--- config.mk ---
export PLATFORM = sky130hd
export DESIGN_NAME = somador_serial_flat
export DESIGN_NICKNAME = d
export VERILOG_FILES = /design/src/rtl/somador_serial_if.sv /design/src/rtl/somador_serial.sv /design/src/flat_wrapper.sv
export SDC_FILE = /design/constraint.sdc
export NUM_CORES = 1
export LEC_CHECK = 0
export CAP_MARGIN = 40
export CORE_ASPECT_RATIO = 0.9
export CORE_MARGIN = 1
export CORE_UTILIZATION = 46
export CTS_BUF_LIST = sky130_fd_sc_hd__clkbuf_16
export DETAILED_ROUTE_END_ITERATION = 10
export GPL_TIMING_DRIVEN = 1
export PLACE_DENSITY = 0.75
export SLEW_MARGIN = 20
export SYNTH_ARGS = -nofsm -noshare
export SYNTH_HDL_FRONTEND = slang
export SYNTH_SLANG_ARGS = --single-unit
export TNS_END_PERCENT = 50
--- constraint.sdc ---
create_clock -name clk -period 1.2 [get_ports clk]
set_input_delay 0.24 -clock clk [delete_from_list [all_inputs] [get_ports clk]]
set_output_delay 0.24 -clock clk [all_outputs]
set_load 0.02 [all_outputs]
--- src/rtl/somador_serial_if.sv ---
// rtl/somador_serial_if.sv - operand/result bundle for the serial adder
interface somador_serial_if #(
   parameter int WIDTH = 8
) ();
   logic             start;
   logic             sub;
   logic [WIDTH-1:0] a;
   logic [WIDTH-1:0] b;
   logic             cin;
   logic             busy;
   logic             done;
   logic [WIDTH-1:0] s;
   logic             cout;
   logic             ovf;

   modport master (
      output start, sub, a, b, cin,
      input  busy, done, s, cout, ovf
   );

   modport slave (
      input  start, sub, a, b, cin,
      output busy, done, s, cout, ovf
   );
endinterface

--- src/rtl/somador_serial.sv ---
// rtl/somador_serial.sv - bit-serial adder/subtractor, LSB first, one bit per clock
module somador_serial #(
   parameter int  WIDTH = 8,
   localparam int CNT_W = $clog2(WIDTH + 1)
) (
   input logic             clk,
   input logic             rst,
   somador_serial_if.slave bus
);

   localparam logic [1:0] ST_IDLE = 2'd0;
   localparam logic [1:0] ST_RUN  = 2'd1;
   localparam logic [1:0] ST_DONE = 2'd2;

   localparam logic [CNT_W-1:0] LAST = CNT_W'(WIDTH - 1);

   logic [1:0]       state_q, state_d;
   logic [WIDTH-1:0] a_q, a_d;
   logic [WIDTH-1:0] b_q, b_d;
   logic [WIDTH-1:0] res_q, res_d;
   logic             carry_q, carry_d;
   logic [CNT_W-1:0] cnt_q, cnt_d;
   logic [WIDTH-1:0] s_q, s_d;
   logic             cout_q, cout_d;
   logic             ovf_q, ovf_d;

   logic             sum_bit;
   logic             carry_nx;
   logic [WIDTH-1:0] res_nx;

   always_comb begin
      state_d = state_q;
      a_d     = a_q;
      b_d     = b_q;
      res_d   = res_q;
      carry_d = carry_q;
      cnt_d   = cnt_q;
      s_d     = s_q;
      cout_d  = cout_q;
      ovf_d   = ovf_q;

      // the single full-adder cell, fed by the operand LSBs
      sum_bit  = a_q[0] ^ b_q[0] ^ carry_q;
      carry_nx = (a_q[0] & b_q[0]) | (a_q[0] & carry_q) | (b_q[0] & carry_q);
      res_nx   = res_q >> 1;
      res_nx[WIDTH-1] = sum_bit;

      case (state_q)
         ST_RUN: begin
            a_d     = a_q >> 1;
            b_d     = b_q >> 1;
            res_d   = res_nx;
            carry_d = carry_nx;
            cnt_d   = cnt_q + CNT_W'(1);
            if (cnt_q == LAST) begin
               // carry_q is the carry into the MSB on this last step
               s_d     = res_nx;
               cout_d  = carry_nx;
               ovf_d   = carry_q ^ carry_nx;
               state_d = ST_DONE;
            end
         end
         ST_DONE: state_d = ST_IDLE;
         default: state_d = ST_IDLE;
      endcase

      if (bus.start && (state_q != ST_RUN)) begin
         a_d     = bus.a;
         b_d     = bus.sub ? ~bus.b : bus.b;
         carry_d = bus.sub ? 1'b1 : bus.cin;
         cnt_d   = '0;
         state_d = ST_RUN;
      end
   end

   always_ff @(posedge clk) begin
      if (rst) begin
         state_q <= ST_IDLE;
         a_q     <= '0;
         b_q     <= '0;
         res_q   <= '0;
         carry_q <= 1'b0;
         cnt_q   <= '0;
         s_q     <= '0;
         cout_q  <= 1'b0;
         ovf_q   <= 1'b0;
      end else begin
         state_q <= state_d;
         a_q     <= a_d;
         b_q     <= b_d;
         res_q   <= res_d;
         carry_q <= carry_d;
         cnt_q   <= cnt_d;
         s_q     <= s_d;
         cout_q  <= cout_d;
         ovf_q   <= ovf_d;
      end
   end

   assign bus.busy = (state_q == ST_RUN);
   assign bus.done = (state_q == ST_DONE);
   assign bus.s    = s_q;
   assign bus.cout = cout_q;
   assign bus.ovf  = ovf_q;

endmodule

--- src/flat_wrapper.sv ---
// flat-port wrapper written by rule: the top's interface ports become plain ports
module somador_serial_flat 
#(
   parameter int  WIDTH = 8,
   localparam int CNT_W = $clog2(WIDTH + 1)
)
  (clk, rst, bus_start, bus_sub, bus_a, bus_b, bus_cin, bus_busy, bus_done, bus_s, bus_cout, bus_ovf);
  somador_serial_if #(.WIDTH(WIDTH)) bus_i ();
  input logic clk;
  input logic rst;
  input wire logic [$bits(bus_i.start)-1:0] bus_start;
  input wire logic [$bits(bus_i.sub)-1:0] bus_sub;
  input wire logic [$bits(bus_i.a)-1:0] bus_a;
  input wire logic [$bits(bus_i.b)-1:0] bus_b;
  input wire logic [$bits(bus_i.cin)-1:0] bus_cin;
  output wire logic [$bits(bus_i.busy)-1:0] bus_busy;
  output wire logic [$bits(bus_i.done)-1:0] bus_done;
  output wire logic [$bits(bus_i.s)-1:0] bus_s;
  output wire logic [$bits(bus_i.cout)-1:0] bus_cout;
  output wire logic [$bits(bus_i.ovf)-1:0] bus_ovf;
  assign bus_i.start = bus_start;
  assign bus_i.sub = bus_sub;
  assign bus_i.a = bus_a;
  assign bus_i.b = bus_b;
  assign bus_i.cin = bus_cin;
  assign bus_busy = bus_i.busy;
  assign bus_done = bus_i.done;
  assign bus_s = bus_i.s;
  assign bus_cout = bus_i.cout;
  assign bus_ovf = bus_i.ovf;
  somador_serial #(.WIDTH(WIDTH)) u_core (.clk(clk), .rst(rst), .bus(bus_i));
endmodule
==> impl_metrics.toml <==
[sta]
finalSetupViolations = 13
slew_viol_final = 0
finalCritPeriodShare_pct = 103
relSlewSlack_pct = 80.3
clock_skew_ns = 0.00256
setup_ws_ns = -0.0328
rsz0062_at_grt = "yes"
period_needed_ns = 1.23
hold_viol = 0
fin_hold_ws_ns = 0.356
tightest_slew_ns = 0.292
fmax_ghz = 0.811

[floorplan]
num_rows = 20
core-area_um2 = 3450
die_w_um = 66.0
die_h_um = 59.6
start_util_pct = 49.2
dieArea_um2 = 3940
io_pins = 33

[global_routing]
grt_pass1_vias = 1310
grt_pass1_wl_um = 6090
overflow = 0
track_usage_pct = 21.0
grt_max_degree = 22
antenna_found_initial = 0

[synth]
ys_ff_latch = 40
synth_area_um2 = 1700
async_flop_share_pct = 0
syn_inst = 176
yosys-top-cells-area = "dfxtp_1 (47%), a21oi_1 (5.3%), a22o_1 (5.2%)"
yosys.area.top_type_share_pct = 47.2
ys.flop_type = "dfxtp_1"
yosys.area.top_type = "dfxtp_1"
yosys.cell_types.count = 34
syn_nets = 199
postSynthAreaPerCell_um2 = 9.65
yosysSeqAreaShare_pct = 47.2
yosysWarningCount = 0
synth-edff-count = 0

[setup_path]
cp.arrival_ns = 1.40
cp_slowest_cell = "dfxtp_2"
crit_required_ns = 1.37
critPathMaxStageDelay_ns = 0.32
cp-start-kind = "register"
cp_max_fo = 11
end_kind = "register"
crit_type = "register to register"
path_cells = "nand2b_4, inv_2, buf_6, and4b_1, buf_6, a22o_1"
crit_path_frequent_cell = "buf_6"

[cts]
cts_tree = "built"
postCtsSetupBuffers = 0
clock_latency_ns = 0.28
cts_root_buffer = "clkbuf_16"
path_clk_slew_ns = 0.06
cts_made_buffers = 5
cts_hold_buf = 0
cts_sinks = 40
htreeDepth = 2
cts_buffer_depth = 2

[cells_and_area]
layout.nets = 246
final_cell_mix = "dfxtp_1 (37), nand2_1 (22), clkdlybuf4s50_1 (18), nor2_1 (15), buf_4 (14)"
syn_to_final_growth_pct = 43.5
n_antenna_cell = 0
nFillCells = 249
fin_util_pct = 70.5
layout-drive-gt1-share_pct = 25.0
final_common_cell = "dfxtp_1"

[placed_design]
port_buffers = 32
gp_congestion = 0.715
dp_hpwl_um = 2410

[drt]
vias = 1416
wirelength_um = 3720
drc = 0
first_iter_violations = 75
post_drt_wl_per_cell_um = 13.9
drt_pass1_iterations = 4
vias_per_cell = 5.28
ant_nets = 0

[power_and_ir_drop]
ir_worst_vdd_uv = 871
power.density_nw_per_um2 = 1380
p_leak_uw = 0.000998

[run_status]
status = "complete, but fails checks"
violations = "setup timing"

[flow_run]
cap_violations = 0

[min_path]
hold_path_class = "input port to register"
kinds of logic after synthesis:
family	count (synthesis)	share of synthesized area, %
simple gates	51	13.5
compound gates	48	20.5
flops	40	47.2
buf+inv	17	6.70
xor+xnor	9	4.64
mux	9	5.60
fa+ha+maj	2	1.92
area by class of cell:
cell class	count	area [um2]	area share (%)
multi-input combinational	119	848	34.8
sequential	40	805	33.0
timing repair buffer	55	553	22.7
clock buffer	5	125	5.14
tap	44	55.1	2.26
clock inverter	3	42.5	1.75
inverter	2	7.51	0.308
Yosys cell counts, types with 2 or more instances:
cell type  count
a31oi_1        2
nor2_1        15
a21oi_1       18
nand3_1        5
buf_6          3
dfxtp_1       40
mux2i_1        8
a211o_1        7
nand2_1       23
a211oi_1       7
a22o_1        10
buf_2          4
xnor2_1        8
buf_4          6
per-layer routing:
layer / vias to the layer above / share of wire, % / global-route usage (%)
met3: 7 / 2.8 / 5.38
met4: 0 / 1.3 / 7.90
met1: 676 / 46 / 24.1
met5: - / 0 / 0
met2: 24 / 50 / 37.6
li1: 709 / - / -
report_power, final:
group          internal [uW]  switching, uW
Sequential              1390           38.5
Clock                    976            512
Combinational            251            199
Total                   2610            750
flip-flops by register name, indices dropped and copies added (netlist names), 2 cells and up:
signal          count
u_core.a_q          8
u_core.b_q          8
u_core.bus.s        8
u_core.res_q        7
u_core.cnt_q        4
u_core.state_q      2
worst paths after layout:
check	endpoint	cells after the start	start	slack (ns)
worst max-delay path	u_core.bus.s[1]	6	u_core.state_q[1]	-0.03
worst min-delay path	u_core.cnt_q[1]	3	rst	0.36
worst max register to register	u_core.bus.s[1]	6	u_core.state_q[1]	-0.03
worst min register to register	u_core.b_q[5]	2	u_core.b_q[6]	0.46
per-stage QoR:
stage                     power (uW)  std cells  TNS [ns]  setup slack (ns)  area [um2]
after floorplan                 1690        176         0            0.0146        1700
after global placement          1820        258     -7.77            -0.290        2140
after detailed placement        1830        258     -8.74            -0.329        2140
after CTS                       3360        268    -0.198           -0.0310        2380
after global routing            3500        268    -0.892           -0.0687        2440
final                           3360        268    -0.230           -0.0328        2440
worst max-delay path, delay by kind of cell (launching register included):
kind,cells,cell delay [ns]
flops,1,0.32
buf+inv,3,0.31
simple gates,2,0.31
compound gates,1,0.18
timing repair:
item | 4_1_cts | 5_1_grt
cloned | 2 | 0
resized for setup | 36 | 23
endpoints found under the setup margin | 38 | 39
pin swaps | 8 | 5
No activity file was read; power rests on OpenSTA's default activity.
